==> config.mk <==
export PLATFORM = sky130hd
export DESIGN_NAME = gray2bin_pipe
export DESIGN_NICKNAME = d
export VERILOG_FILES = /design/src/rtl/gray2bin_pipe.sv
export SDC_FILE = /design/constraint.sdc
export NUM_CORES = 1
export LEC_CHECK = 0
export CORE_MARGIN = 1
export CORE_UTILIZATION = 25
export CTS_CLUSTER_DIAMETER = 80
export DETAILED_ROUTE_END_ITERATION = 8
export GPL_ROUTABILITY_DRIVEN = 0
export GPL_TIMING_DRIVEN = 0
export HOLD_SLACK_MARGIN = 0.02
export PLACE_DENSITY = 0.47
export SETUP_SLACK_MARGIN = 0.4
export SYNTH_ARGS = -nofsm -noshare
export SYNTH_HDL_FRONTEND = slang
export SYNTH_SLANG_ARGS = --single-unit
export TNS_END_PERCENT = 10
==> constraint.sdc <==
create_clock -name sys_clk -period 1.7 [get_ports sys_clk]
set_clock_uncertainty 0.15 [all_clocks]
set_input_delay 0.34 -clock sys_clk [delete_from_list [all_inputs] [get_ports sys_clk]]
set_output_delay 0.34 -clock sys_clk [all_outputs]
set_load 0.01 [all_outputs]
==> src/rtl/gray2bin_pipe.sv <==
// gray2bin_pipe: Gray-coded pointer receiver. Optional resynchroniser, segmented
// Gray-to-binary conversion pipeline, multi-bit transition detection and
// output-valid / output-changed indication.
module gray2bin_pipe #(
    parameter int unsigned WIDTH       = 8,
    parameter int unsigned SYNC_STAGES = 2,
    parameter int unsigned PIPE_STAGES = 2
) (
    input  logic             sys_clk,
    input  logic             sys_rst_n,
    input  logic [WIDTH-1:0] addr_gray,
    input  logic             err_clr,
    output logic [WIDTH-1:0] addr,
    output logic             addr_vld,
    output logic             addr_chg,
    output logic             multi_bit_err,
    output logic             err_sticky
);

    localparam int unsigned SEG   = (WIDTH + PIPE_STAGES - 1) / PIPE_STAGES;
    localparam int unsigned LAT   = SYNC_STAGES + PIPE_STAGES;
    localparam int unsigned CNT_W = $clog2(LAT + 1);
    localparam int          W_I   = int'(WIDTH);
    localparam int          SEG_I = int'(SEG);

    localparam logic [CNT_W-1:0] LAT_CNT  = CNT_W'(LAT);
    localparam logic [CNT_W-1:0] SYNC_CNT = CNT_W'(SYNC_STAGES);
    localparam logic [CNT_W-1:0] CNT_ONE  = CNT_W'(1);
    localparam logic [WIDTH-1:0] W_ONE    = WIDTH'(1);

    // Segment k owns bits [seg_hi(k):seg_lo(k)], MSB first; the last one takes the remainder.
    function automatic int seg_hi(input int k);
        return W_I - 1 - k * SEG_I;
    endfunction

    function automatic int seg_lo(input int k);
        int lo;
        lo = W_I - (k + 1) * SEG_I;
        return (lo < 0) ? 0 : lo;
    endfunction

    logic [WIDTH-1:0] gray_s;

    if (SYNC_STAGES == 0) begin : g_nosync
        assign gray_s = addr_gray;
    end else begin : g_sync
        logic [WIDTH-1:0] sync_q [SYNC_STAGES];

        // Resynchronising flop chain for the incoming Gray pointer.
        always_ff @(posedge sys_clk or negedge sys_rst_n) begin
            if (!sys_rst_n) begin
                for (int i = 0; i < SYNC_STAGES; i++) sync_q[i] <= '0;
            end else begin
                sync_q[0] <= addr_gray;
                for (int i = 1; i < SYNC_STAGES; i++) sync_q[i] <= sync_q[i-1];
            end
        end

        assign gray_s = sync_q[SYNC_STAGES-1];
    end

    logic [CNT_W-1:0] cnt_q;
    logic [WIDTH-1:0] gray_prev_q;
    logic [WIDTH-1:0] gray_diff;
    logic             err_raw;

    // Compare stage: more than one bit set in the diff means x & (x-1) is non-zero.
    // Until gray_prev holds a real sample (count <= SYNC_STAGES) no error is raised.
    always_comb begin
        gray_diff = gray_s ^ gray_prev_q;
        err_raw   = (cnt_q > SYNC_CNT) && ((gray_diff & (gray_diff - W_ONE)) != '0);
    end

    // Fill counter (saturates at LAT) and previous-sample register.
    always_ff @(posedge sys_clk or negedge sys_rst_n) begin
        if (!sys_rst_n) begin
            cnt_q       <= '0;
            gray_prev_q <= '0;
        end else begin
            gray_prev_q <= gray_s;
            if (cnt_q != LAT_CNT) cnt_q <= cnt_q + CNT_ONE;
        end
    end

    logic [WIDTH-1:0]       stage_in [PIPE_STAGES];
    logic [WIDTH-1:0]       pipe_d   [PIPE_STAGES];
    logic [WIDTH-1:0]       pipe_q   [PIPE_STAGES];
    logic [PIPE_STAGES-1:0] err_in;
    logic [PIPE_STAGES-1:0] err_q;

    // Stage inputs: stage 0 takes the compare-stage sample, later stages the previous register.
    always_comb begin
        stage_in[0] = gray_s;
        err_in[0]   = err_raw;
        for (int k = 1; k < PIPE_STAGES; k++) begin
            stage_in[k] = pipe_q[k-1];
            err_in[k]   = err_q[k-1];
        end
    end

    // Per-stage conversion: bits above the segment are already binary, bits below still Gray;
    // the segment's top bit chains off the registered boundary bit from the previous stage.
    always_comb begin
        for (int k = 0; k < PIPE_STAGES; k++) begin
            pipe_d[k] = stage_in[k];
            for (int i = W_I - 2; i >= 0; i--) begin
                if (i >= seg_lo(k) && i <= seg_hi(k)) begin
                    pipe_d[k][i] = pipe_d[k][i+1] ^ stage_in[k][i];
                end
            end
        end
    end

    // Conversion pipeline registers; the error flag travels with its sample.
    always_ff @(posedge sys_clk or negedge sys_rst_n) begin
        if (!sys_rst_n) begin
            for (int k = 0; k < PIPE_STAGES; k++) pipe_q[k] <= '0;
            err_q <= '0;
        end else begin
            for (int k = 0; k < PIPE_STAGES; k++) pipe_q[k] <= pipe_d[k];
            err_q <= err_in;
        end
    end

    assign addr          = pipe_q[PIPE_STAGES-1];
    assign multi_bit_err = err_q[PIPE_STAGES-1];
    assign addr_vld      = (cnt_q == LAT_CNT);

    logic [WIDTH-1:0] addr_q;
    logic             vld_q;
    logic             chg_q;
    logic             sticky_q;

    // Change pulse (suppressed on the first valid cycle) and sticky error; set beats clear.
    always_ff @(posedge sys_clk or negedge sys_rst_n) begin
        if (!sys_rst_n) begin
            addr_q   <= '0;
            vld_q    <= 1'b0;
            chg_q    <= 1'b0;
            sticky_q <= 1'b0;
        end else begin
            addr_q <= addr;
            vld_q  <= addr_vld;
            chg_q  <= addr_vld && vld_q && (addr != addr_q);
            if (multi_bit_err) begin
                sticky_q <= 1'b1;
            end else if (err_clr) begin
                sticky_q <= 1'b0;
            end
        end
    end

    assign addr_chg   = chg_q;
    assign err_sticky = sticky_q;

endmodule

Yosys cells after proc, flatten, opt, wreduce, memory -nomap -nowiden:

Index checks and enable logic that the tools add are counted.

* flip-flop bits (word level): 56
* output and inout bits: 12
* logic and storage cells: 33

* $add $sub $neg: 2
* $lt $le $gt $ge: 1
* equal/unequal tests: 3
* mux-type cells: 2
* bitwise operators: 9
* reduce and logical (&&, ||, !) cells: 5

Operators with widths (number)
* $and A8 B8 Y8: 1
* $ne A8 B8 Y1: 1
* $reduce_bool A8 Y1: 1
* $sub A8 B1 Y8 const B: 1
* $xor A8 B8 Y8: 1
* $xor A1 B1 Y1: 7
* $add A3 B1 Y3 const B: 1
* $eq A3 B3 Y1 const B: 1
* $gt A3 B2 Y1 const B: 1
* $logic_and A1 B1 Y1: 3
* $ne A3 B3 Y1 const B: 1
* $mux W1: 2
* $reduce_bool A2 Y1: 1

Logic depth before layout (Yosys ltp):

* depth in word-level cells: 5
* depth in mapped cells: 6

Least setup slack after synthesis:

OpenSTA, ideal clock, no wires.

* path type: register -> register
* start: register g_sync.sync_q, in the netlist gray_s[7]
* end: register err_q[0]
* library setup time: 129 ps
* data arrival time: 1367 ps
* required time: 1421 ps
* path slack: 54 ps
* cell stages (with the launch flop): 6
* path buffers: 0
* path through: dfrtp_1 -> xor2_1 -> or2_1 -> maj3_2 -> a221oi_1 -> a21oi_1

* word-level cells in the longest chain between the ends: 5

Ends and longest elaborated chain
* from (decl): line 47 `logic [WIDTH-1:0] sync_q [SYNC_STAGES];`
* $xor A8 B8 Y8 (*): line 70 `gray_diff = gray_s ^ gray_prev_q;`
* $sub A8 B1 Y8: line 71 `err_raw = (cnt_q > SYNC_CNT) && ((gray_diff & (gray_diff - W_ONE)) != '0);`
* $and A8 B8 Y8 (*): line 71
* $reduce_bool A8 Y1 (*): line 71
* $logic_and A1 B1 Y1 (*): line 71
* named net err_raw: line 65 `logic err_raw;`
* to (signal assigned): line 121 `err_q <= err_in;`
* to (decl): line 89 `logic [PIPE_STAGES-1:0] err_q;`

The timed path passes the listed nets; every way through them passes the cells marked *.
A chain may end at the register's enable or synchronous reset.

Worst setup path after layout:

Ends and elaborated chain as after synthesis.

==> results_dict.tcl <==
set metrics [dict create \
    outcome "completed" \
    drive_gt1_share_pct 31.33 \
    report.power.total_mw 2.412 \
    cts_buffers 5 \
    fmax_mhz 592.4 \
    drcViolationCount 0 \
    report.final.setup_viol 0 \
    clk_latency_ns 0.30 \
    seq_area_um2 1276 \
    nFillCells 633 \
    nets 163 \
    groute.usage.overall_pct 8.200 \
    worst-setup-path-type "flip-flop to flip-flop" \
    r2r_cells 5 \
    ant_nets 0 \
    cts_sinks 51 \
    syn_area_um2 1669 \
    r2r-end "err_q[0]$_DFF_PN0_" \
    htreeDepth 2 \
    vias_per_cell 3.890 \
    fin_cells 227 \
    ys_ff_latch 51 \
    layout_min_cycle_time_ns 1.688 \
    worst_pin_slew_ns 0.4245 \
    fin_util_pct 34.64 \
    synth_cells 107 \
    wl_mm 2.460 \
    final_hold_viol_count 0 \
    ios 23 \
    synth.avg_cell_area_um2 15.60 \
    critPathLaunchType "flip-flop" \
    crit_arrival_ns 1.72 \
    post_dp_cell_area_um2 2022 \
    cts.clk_slew.worst_paths_ns 0.09 \
    startpoint "gray_s[7]$_DFF_PN0_" \
    vdd_drop_max_mv 0.3644 \
    worstPathRequired_ns 1.73 \
    rsz0062_at_grt "true" \
    multi_input_comb_area_um2 454.2 \
    port_buffers 22 \
    routed-via-count 883 \
    endpoint_kind "flip-flop" \
    cts_tree "built" \
    synth_cell_types 16 \
    slew_viol_final 0 \
    yosys_warnings 0 \
    rows 29 \
    coreArea_um2 6386 \
    max_slew_margin_pct 71.70 \
    dpl.hpwl_mm 1.675 \
    seq_area_frac_synth_pct 76.46 \
    synth_fp_nets 121 \
    routedWlPerCell_um 10.84 \
    root_buffer "clkbuf_8" \
    grt_overflow 0 \
    first_iter_violations 49 \
    critPathMaxFanout 2 \
    min_path_type "flip-flop to flip-flop" \
    grt_pass1_wl_mm 4.409 \
    period_share_pct 99.30 \
    antenna_found_initial 0 \
    die_h_um 83.71 \
    die_area_um2 7007 \
    dpl.cell_count 207 \
    cap_violations 0 \
    reg2reg_slack_ns 0.01 \
    syn_to_final_growth_pct 32.53 \
    die_x_um 83.71 \
    n_antenna_cell 0 \
    p_per_area_nw_per_um2 1091 \
    first_pass_iters 2 \
    initial_core_util_pct 26.14 \
    postLayoutCellArea_um2 2212 \
    grt_start_max_net_pins 35 \
    grt_pass1_vias 973 \
    cp-endpoint "err_q[0]$_DFF_PN0_" \
    rr_startpoint "gray_s[7]$_DFF_PN0_" \
    p_leak_nw 0.9739 \
    max-clock-path-buffers 2 \
    tns_ns 0 \
]
[cell usage after synthesis (all sizes together)]
cell | instances | area [um2]
a21o | 1 | 7.510
a21oi | 3 | 15.01
a221oi | 1 | 8.760
dfrtp | 51 | 1276
ha | 3 | 37.54
inv | 6 | 22.52
maj3 | 1 | 11.26
nand2 | 5 | 18.77
nand3 | 1 | 5.000
nor2 | 3 | 11.26
nor3 | 1 | 5.000
nor4 | 3 | 18.77
o21ai | 3 | 15.01
or2 | 1 | 6.260
xnor2 | 4 | 35.03
xor2 | 20 | 175.2
[layer usage]
layer | vias up | global-route usage, % | part of all wire [%]
met5 | - | 0 | 0
met4 | 0 | 4.314 | 2.2
met3 | 9 | 3.858 | 6.4
met2 | 27 | 12.49 | 49
met1 | 427 | 9.613 | 42
li1 | 420 | - | -
[critical path: stages, from the launching register on]
cell and delay, ns:
dfrtp_1 0.42, xor2_2 0.18, or2_1 0.24, maj3_2 0.30, a221oi_2 0.18, a21oi_1 0.10
[worst min path at each step]
stage	cells after the start	end	start
finish	0	gray_s[6]$_DFF_PN0_	g_sync.sync_q[14]$_DFF_PN0_
global route	0	gray_s[6]$_DFF_PN0_	g_sync.sync_q[14]$_DFF_PN0_
CTS	0	gray_s[6]$_DFF_PN0_	g_sync.sync_q[14]$_DFF_PN0_
detailed placement	1	g_sync.sync_q[10]$_DFF_PN0_	sys_rst_n
global placement	0	gray_s[4]$_DFF_PN0_	g_sync.sync_q[12]$_DFF_PN0_
floorplan	0	addr[0]$_DFF_PN0_	sys_rst_n
[layout make-up]
cell class | count | area share (%)
Tap cell | 77 | 4.355
Inverter | 6 | 1.018
Sequential cell | 51 | 57.69
Clock buffer | 6 | 3.281
Clock inverter | 2 | 0.5656
Timing Repair Buffer | 35 | 12.56
Multi-Input combinational cell | 50 | 20.53
[state kept, by name, indices dropped and copies added (netlist names)]
name / flops
pipe_q: 4
err_sticky: 1
vld_q: 1
gray_s: 8
cnt_q: 3
pipe_d: 3
err_q: 2
g_sync.sync_q: 8
addr_q: 8
addr: 8
addr_chg: 1
gray_prev_q: 4
[cells in the final DEF, fill, tap and decap left out, types with 2 or more instances in the layout]
master	count
nor2_1	3
nor4_2	2
clkdlybuf4s50_1	9
clkbuf_8	5
xnor2_2	2
a21oi_1	3
xor2_2	4
buf_6	2
o21ai_0	3
xnor2_1	2
ha_1	2
buf_4	10
dfrtp_1	51
inv_1	3
xor2_1	16
inv_2	3
nand2_1	4
buf_2	12
[kinds of logic after synthesis]
| family | Yosys count | synth area share, % |
|---|---|---|
| AO/OA/AOI/OAI | 8 | 2.773 |
| XOR/XNOR | 24 | 12.59 |
| adder cells (fa/ha/maj) | 4 | 2.924 |
| buffers and inverters | 6 | 1.349 |
| flip-flops | 51 | 76.46 |
| AND/OR/NAND/NOR | 14 | 3.898 |
[per-stage QoR]
stage,hold slack (ns),setup slack [ns]
after CTS,0.2045,0.01047
final,0.2023,0.01185
after floorplan,-0.1056,0.1035
after detailed placement,0.1541,-0.2478
after global routing,0.2159,-0.04111
after global placement,0.1815,-1.249
[power by group]
group / switching (mW) / internal (mW) / leakage [nW]
Combinational: 0.165 / 0.167 / 0.351
Clock: 0.371 / 0.288 / 0.0412
Sequential: 0.0808 / 1.34 / 0.582
[timing repair]
| action | 4_1_cts | 5_1_grt |
|---|---|---|
| gates cloned | 0 | 0 |
| setup endpoints to repair | 16 | 18 |
| gates resized for setup | 20 | 40 |
| hold endpoints to repair | 17 | 0 |
| hold buffers | 1 | 0 |
| setup buffers | 10 | 1 |
| pin swaps | 4 | 13 |
Note: power is estimated with default switching activity, not from simulation.
